## src/rtl/mc_pkg.sv

```systemverilog
// Shared encodings for the multicycle LEGv8 controller: states, opcodes and
// datapath mux/ALU select values.
package mc_pkg;

    typedef enum logic [3:0] {
        ST_FETCH  = 4'd0,
        ST_DECODE = 4'd1,
        ST_MEMADR = 4'd2,
        ST_MEMRD  = 4'd3,
        ST_MEMWB  = 4'd4,
        ST_MEMWR  = 4'd5,
        ST_EXEC   = 4'd6,
        ST_ALUWB  = 4'd7,
        ST_BRANCH = 4'd8
    } state_t;

    localparam int unsigned OP_W = 11;

    localparam logic [OP_W-1:0] OP_LDUR   = 11'b11111000010;
    localparam logic [OP_W-1:0] OP_STUR   = 11'b11111000000;
    localparam logic [7:0]      OP_CBZ_HI = 8'b10110100;
    localparam logic [OP_W-1:0] OP_ADD    = 11'b10001011000;
    localparam logic [OP_W-1:0] OP_SUB    = 11'b11001011000;
    localparam logic [OP_W-1:0] OP_AND    = 11'b10001010000;
    localparam logic [OP_W-1:0] OP_ORR    = 11'b10101010000;

    localparam logic [1:0] SRCB_REG  = 2'b00;
    localparam logic [1:0] SRCB_FOUR = 2'b01;
    localparam logic [1:0] SRCB_IMM  = 2'b10;
    localparam logic [1:0] SRCB_BR   = 2'b11;

    localparam logic [1:0] ALUOP_ADD   = 2'b00;
    localparam logic [1:0] ALUOP_PASSB = 2'b01;
    localparam logic [1:0] ALUOP_FUNCT = 2'b10;

endpackage

```

## src/rtl/op_class.sv

```systemverilog
// Combinational opcode classifier: sorts the 11-bit opcode into the
// instruction classes the controller sequences differently.
module op_class
    import mc_pkg::*;
(
    input  logic [OP_W-1:0] Op,
    output logic            is_ldur,
    output logic            is_stur,
    output logic            is_cbz,
    output logic            is_rtype
);

    assign is_ldur  = (Op == OP_LDUR);
    assign is_stur  = (Op == OP_STUR);
    assign is_cbz   = (Op[10:3] == OP_CBZ_HI);
    assign is_rtype = (Op == OP_ADD) || (Op == OP_SUB) ||
                      (Op == OP_AND) || (Op == OP_ORR);

endmodule

```

## src/rtl/mc_controller.sv

```systemverilog
// Multicycle LEGv8 control FSM: Moore decode of datapath controls from the
// current state plus a retired-instruction counter.
module mc_controller
    import mc_pkg::*;
#(
    parameter int unsigned CNT_W = 32
) (
    input  logic             clk,
    input  logic             reset,
    input  logic [10:0]      Op,
    input  logic             Zero,
    input  logic             mem_ready,
    output logic             IorD,
    output logic             MemRead,
    output logic             MemWrite,
    output logic             IRWrite,
    output logic             PCWrite,
    output logic             PCSrc,
    output logic             ALUSrcA,
    output logic             RegWrite,
    output logic             MemtoReg,
    output logic             Reg2Loc,
    output logic [1:0]       ALUSrcB,
    output logic [1:0]       ALUOp,
    output logic             illegal,
    output logic [3:0]       state_o,
    output logic [CNT_W-1:0] instr_count
);

    state_t state, next_state;
    logic   is_ldur, is_stur, is_cbz, is_rtype;
    logic   count_inc;

    op_class u_op_class (
        .Op       (Op),
        .is_ldur  (is_ldur),
        .is_stur  (is_stur),
        .is_cbz   (is_cbz),
        .is_rtype (is_rtype)
    );

    always_ff @(posedge clk) begin
        if (reset) begin
            state       <= ST_FETCH;
            instr_count <= '0;
        end else begin
            state <= next_state;
            if (count_inc) instr_count <= instr_count + CNT_W'(1);
        end
    end

    always_comb begin
        next_state = state;
        IorD       = 1'b0;
        MemRead    = 1'b0;
        MemWrite   = 1'b0;
        IRWrite    = 1'b0;
        PCWrite    = 1'b0;
        PCSrc      = 1'b0;
        ALUSrcA    = 1'b0;
        RegWrite   = 1'b0;
        MemtoReg   = 1'b0;
        ALUSrcB    = SRCB_REG;
        ALUOp      = ALUOP_ADD;
        illegal    = 1'b0;
        count_inc  = 1'b0;

        case (state)
            ST_FETCH: begin
                MemRead = 1'b1;
                ALUSrcB = SRCB_FOUR;
                IRWrite = mem_ready;
                PCWrite = mem_ready;
                if (mem_ready) next_state = ST_DECODE;
            end
            ST_DECODE: begin
                ALUSrcB = SRCB_BR;
                if (is_ldur || is_stur) next_state = ST_MEMADR;
                else if (is_rtype)      next_state = ST_EXEC;
                else if (is_cbz)        next_state = ST_BRANCH;
                else begin
                    next_state = ST_FETCH;
                    illegal    = 1'b1;
                end
            end
            ST_MEMADR: begin
                ALUSrcA    = 1'b1;
                ALUSrcB    = SRCB_IMM;
                next_state = is_ldur ? ST_MEMRD : ST_MEMWR;
            end
            ST_MEMRD: begin
                IorD    = 1'b1;
                MemRead = 1'b1;
                if (mem_ready) next_state = ST_MEMWB;
            end
            ST_MEMWB: begin
                RegWrite   = 1'b1;
                MemtoReg   = 1'b1;
                next_state = ST_FETCH;
                count_inc  = 1'b1;
            end
            ST_MEMWR: begin
                IorD     = 1'b1;
                MemWrite = 1'b1;
                if (mem_ready) begin
                    next_state = ST_FETCH;
                    count_inc  = 1'b1;
                end
            end
            ST_EXEC: begin
                ALUSrcA    = 1'b1;
                ALUSrcB    = SRCB_REG;
                ALUOp      = ALUOP_FUNCT;
                next_state = ST_ALUWB;
            end
            ST_ALUWB: begin
                RegWrite   = 1'b1;
                next_state = ST_FETCH;
                count_inc  = 1'b1;
            end
            ST_BRANCH: begin
                ALUSrcA    = 1'b1;
                ALUSrcB    = SRCB_REG;
                ALUOp      = ALUOP_PASSB;
                PCSrc      = 1'b1;
                PCWrite    = Zero;
                next_state = ST_FETCH;
                count_inc  = 1'b1;
            end
            default: next_state = ST_FETCH;
        endcase

        // Architectural state writes must never escape while reset is held
        if (reset) begin
            IRWrite  = 1'b0;
            PCWrite  = 1'b0;
            RegWrite = 1'b0;
            MemWrite = 1'b0;
            illegal  = 1'b0;
        end
    end

    assign Reg2Loc = (state != ST_FETCH) && (is_stur || is_cbz);
    assign state_o = state;

endmodule

```

## config.mk

```make
export PLATFORM = sky130hd
export DESIGN_NAME = mc_controller
export DESIGN_NICKNAME = d
export VERILOG_FILES = /design/src/rtl/mc_pkg.sv /design/src/rtl/op_class.sv /design/src/rtl/mc_controller.sv
export SDC_FILE = /design/constraint.sdc
export NUM_CORES = 1
export LEC_CHECK = 0
export CAP_MARGIN = 0
export CORE_MARGIN = 2
export CORE_UTILIZATION = 50
export CTS_CLUSTER_DIAMETER = 40
export CTS_CLUSTER_SIZE = 24
export DETAILED_ROUTE_END_ITERATION = 8
export PLACE_DENSITY = 0.85
export SYNTH_ARGS = -nofsm -noshare
export SYNTH_HDL_FRONTEND = slang
export SYNTH_HIERARCHICAL = 1
export SYNTH_SLANG_ARGS = --single-unit
```

## constraint.sdc

```tcl
create_clock -name clk -period 5.2 [get_ports clk]
set_input_delay 1.56 -clock clk [delete_from_list [all_inputs] [get_ports clk]]
set_output_delay 1.56 -clock clk [all_outputs]
set_load 0.01 [all_outputs]
```

==> results_dict.tcl <==
set metrics [dict create \
    result_of_the_run "complete, no violations" \
    ys.flop_type "dfxtp_1" \
    cts.hold.buffers_added 0 \
    drt-wirelength-per-cell_um 13.9 \
    top_level_ports 66 \
    tritoncts "built" \
    post_route_cells_drive_above_1_share 0.0805 \
    top_layer_in_use "met4" \
    grt_pass1_wl_um 8270 \
    sequential_cell_area_um2 721 \
    clock_tree.htree_level_count 2 \
    finalPower_uw 520 \
    dr.first_iter.drc_count 103 \
    synthArstFlopShare 0 \
    dr.pass1.iters 4 \
    num-fill-cells 317 \
    timing.max_slew.rel_slack 0.556 \
    clockRootBuffer "clkbuf_8" \
    maximum_number_of_pins_on_one_net_before_global_route_repair 19 \
    met3WireLength_um 242 \
    critPathCaptureType "primary output" \
    final-hold-violation-count 0 \
    cts_inserted_buffers 5 \
    ys_top_cells_by_area "dfxtp_1 35%, xnor2_1 7.6%, nor2_1 6.3%" \
    remaining_drc_errors 0 \
    ys.warnings.count 6 \
    irDropWorstVdd_mv 0.126 \
    routability_congestion 0.804 \
    timing.setup.critical_path_class "input port to primary output" \
    synth_top_cell_area_share 0.347 \
    min_path_type "flip-flop to flip-flop" \
    pwr-share-seq 0.535 \
    synth.cells.most_frequent "36 x dfxtp_1, 35 x nor2_1, 23 x nand2_1" \
    count_of_pins_over_their_slew_limit 0 \
    cts_post_setup_buffers_inserted 0 \
    worstSkewPairLatency_ps 290 \
    core_area_um2 4000 \
    finalWorstPathRequiredPeriod_ps 5050 \
    synth.ff_latch_count 36 \
    crit_fanout 3 \
    clock_sinks 36 \
    synth.most_common_cell "dfxtp_1" \
    power_report.internal_total_uw 403 \
    final.setup_skew_ps 14.4 \
    synth-xor-area-share 0.101 \
    cts.clk_slew.worst_paths_ps 80 \
    synth-adder-area-share 0.00602 \
    place_ws_ps -58.7 \
    avgViaCountPerCell 5.70 \
    ant_nets 0 \
    quantity_of_gates_resized_following_cts 6 \
    wl_um 5200 \
    mappedNetlistArea_um2 2080 \
    clkPwrFrac 0.396 \
    power.net_switching_uw 117 \
    placementRows 23 \
    routed-via-count 2126 \
    timing.final.ws_setup_ps 151 \
    leakagePower_uw 0.000928 \
    initial_utilization 0.519 \
    synth_enable_flop_cells 0 \
    die_boundary_width_um 68.5 \
    num-nets-final 338 \
    grt_setup_unrepaired "false" \
    finalCritPeriodShare 0.971 \
    fmaxAchievable_mhz 198 \
    post_synth_and_or_nand_nor_area_fraction 0.388 \
    worst_pin_slew_ps 660 \
    dp_hpwl_um 3830 \
    synth.avg_cell_area_um2 8.11 \
    cap_violations 0 \
    dominant_combinational_cell_family_by_area_after_synthesis "simple AND/OR/NAND/NOR gates" \
    first_global_vias 1854 \
    switching_share 0.225 \
    worst-endpoint-arrival_ps 3490 \
    global_routing_usage_summed_across_all_routing_layers 0.232 \
    netlist-cell-type-count 48 \
    multiInputGateArea_um2 1280 \
    portion_of_total_power_attributed_to_combinational_logic 0.069 \
    dr_wl_met2_um 2500 \
    cts.path.max_buffers 2 \
    power.density_nw_per_um2 180 \
    synth.mux.area_fraction 0.0157 \
    die_h_um 68.5 \
    die-area_um2 4690 \
    synth_to_layout_area_growth_pct 39.2 \
    insertedDiodeCount 0 \
    initial_antenna_violation_count 0 \
    globalRouteOverflowTotal 0 \
    timing.critical_path.required_ps 3640 \
    synth.net_count 272 \
    post_synth_inst_count 256 \
    numPortBuffers 65 \
    m1WireLength_um 2390 \
    synth_compound_gate_area_share 0.0928 \
    start_kind "input port" \
    fraction_of_the_yosys_area_taken_by_sequential_cells 0.347 \
    total_setup_violations_reported_at_the_end_of_the_flow 0 \
    synthDominantAreaCellType "dfxtp_1" \
]
## flip-flops by register name, indices dropped and copies added, names as in the netlist
register     flops
instr_count     32
state_o          4
## final timing paths
| check | start | end | slack [ps] | depth (start not counted) |
|---|---|---|---|---|
| setup / recovery | Op[6] | illegal | 150 | 8 |
| hold / removal | instr_count[1] | instr_count[1] | 490 | 2 |
| setup reg to reg | state_o[0] | instr_count[21] | 2790 | 6 |
| hold reg to reg | instr_count[1] | instr_count[1] | 490 | 2 |
## placed cells by master (no fill, tap or decap), drive strengths merged, types with 6 or more instances in the layout
cell / Yosys / final
inv: 8 / 8
a21oi: 11 / 11
clkbuf: 8 / 7
buf: 5 / 7
dfxtp: 36 / 36
xor2: 6 / 6
nor2: 35 / 35
clkdlybuf4s50: 0 / 63
nand3: 10 / 10
nand2: 23 / 23
nor4: 16 / 16
nor3: 13 / 13
nand4: 8 / 8
xnor2: 18 / 18
## logic make-up after synthesis
group	Yosys count
muxes	3
adders and majority gates	1
and+or+nand+nor	143
buffers and inverters	21
AOI/OAI and AO/OA	28
DFF	36
xor gates and xnor gates	24
## cell type report
type | count | share of cell area
tap | 50 | 0.0216
inverter | 8 | 0.0104
clock buffer | 7 | 0.0299
sequential | 36 | 0.249
timing repair buffer | 72 | 0.242
clock inverter | 1 | 0.00260
multi-input combinational | 199 | 0.444
## worst max-delay path, stage by stage
cell and delay, ps:
clkdlybuf4s50_1 480, or4b_4 510, nor4_2 250, buf_4 170
nor2_1 40, nand4b_1 130, nor2_1 50, dlygate4sd2_1 300
## stage by stage
step	instances	instance area, um^2	hold slack, ps	setup TNS [ps]	utilization
5_1_grt	373	2890	527	0	0.723
3_3_place_gp	365	2770	467	-17.7	0.693
4_1_cts	373	2890	495	0	0.723
3_5_place_dp	365	2770	485	-105	0.693
6_report	373	2890	492	0	0.723
2_1_floorplan	256	2080	499	0	-
## layer usage
layer	GRT usage	vias up
met5	0	-
met4	0.0800	0
met3	0.0559	9
met2	0.387	57
met1	0.288	1005
li1	-	1055
## power groups by stage
| stage | registers [uW] | clock network, uW | logic (uW) |
|---|---|---|---|
| global route | 278 | 224 | 38.4 |
| detailed placement | 285 | 0 | 34.5 |
| finish | 278 | 206 | 35.9 |
| floorplan | 283 | 0 | 15.7 |
| CTS | 278 | 208 | 35.8 |
| global placement | 285 | 0 | 34.1 |
Power figures use the tool's default switching activity.
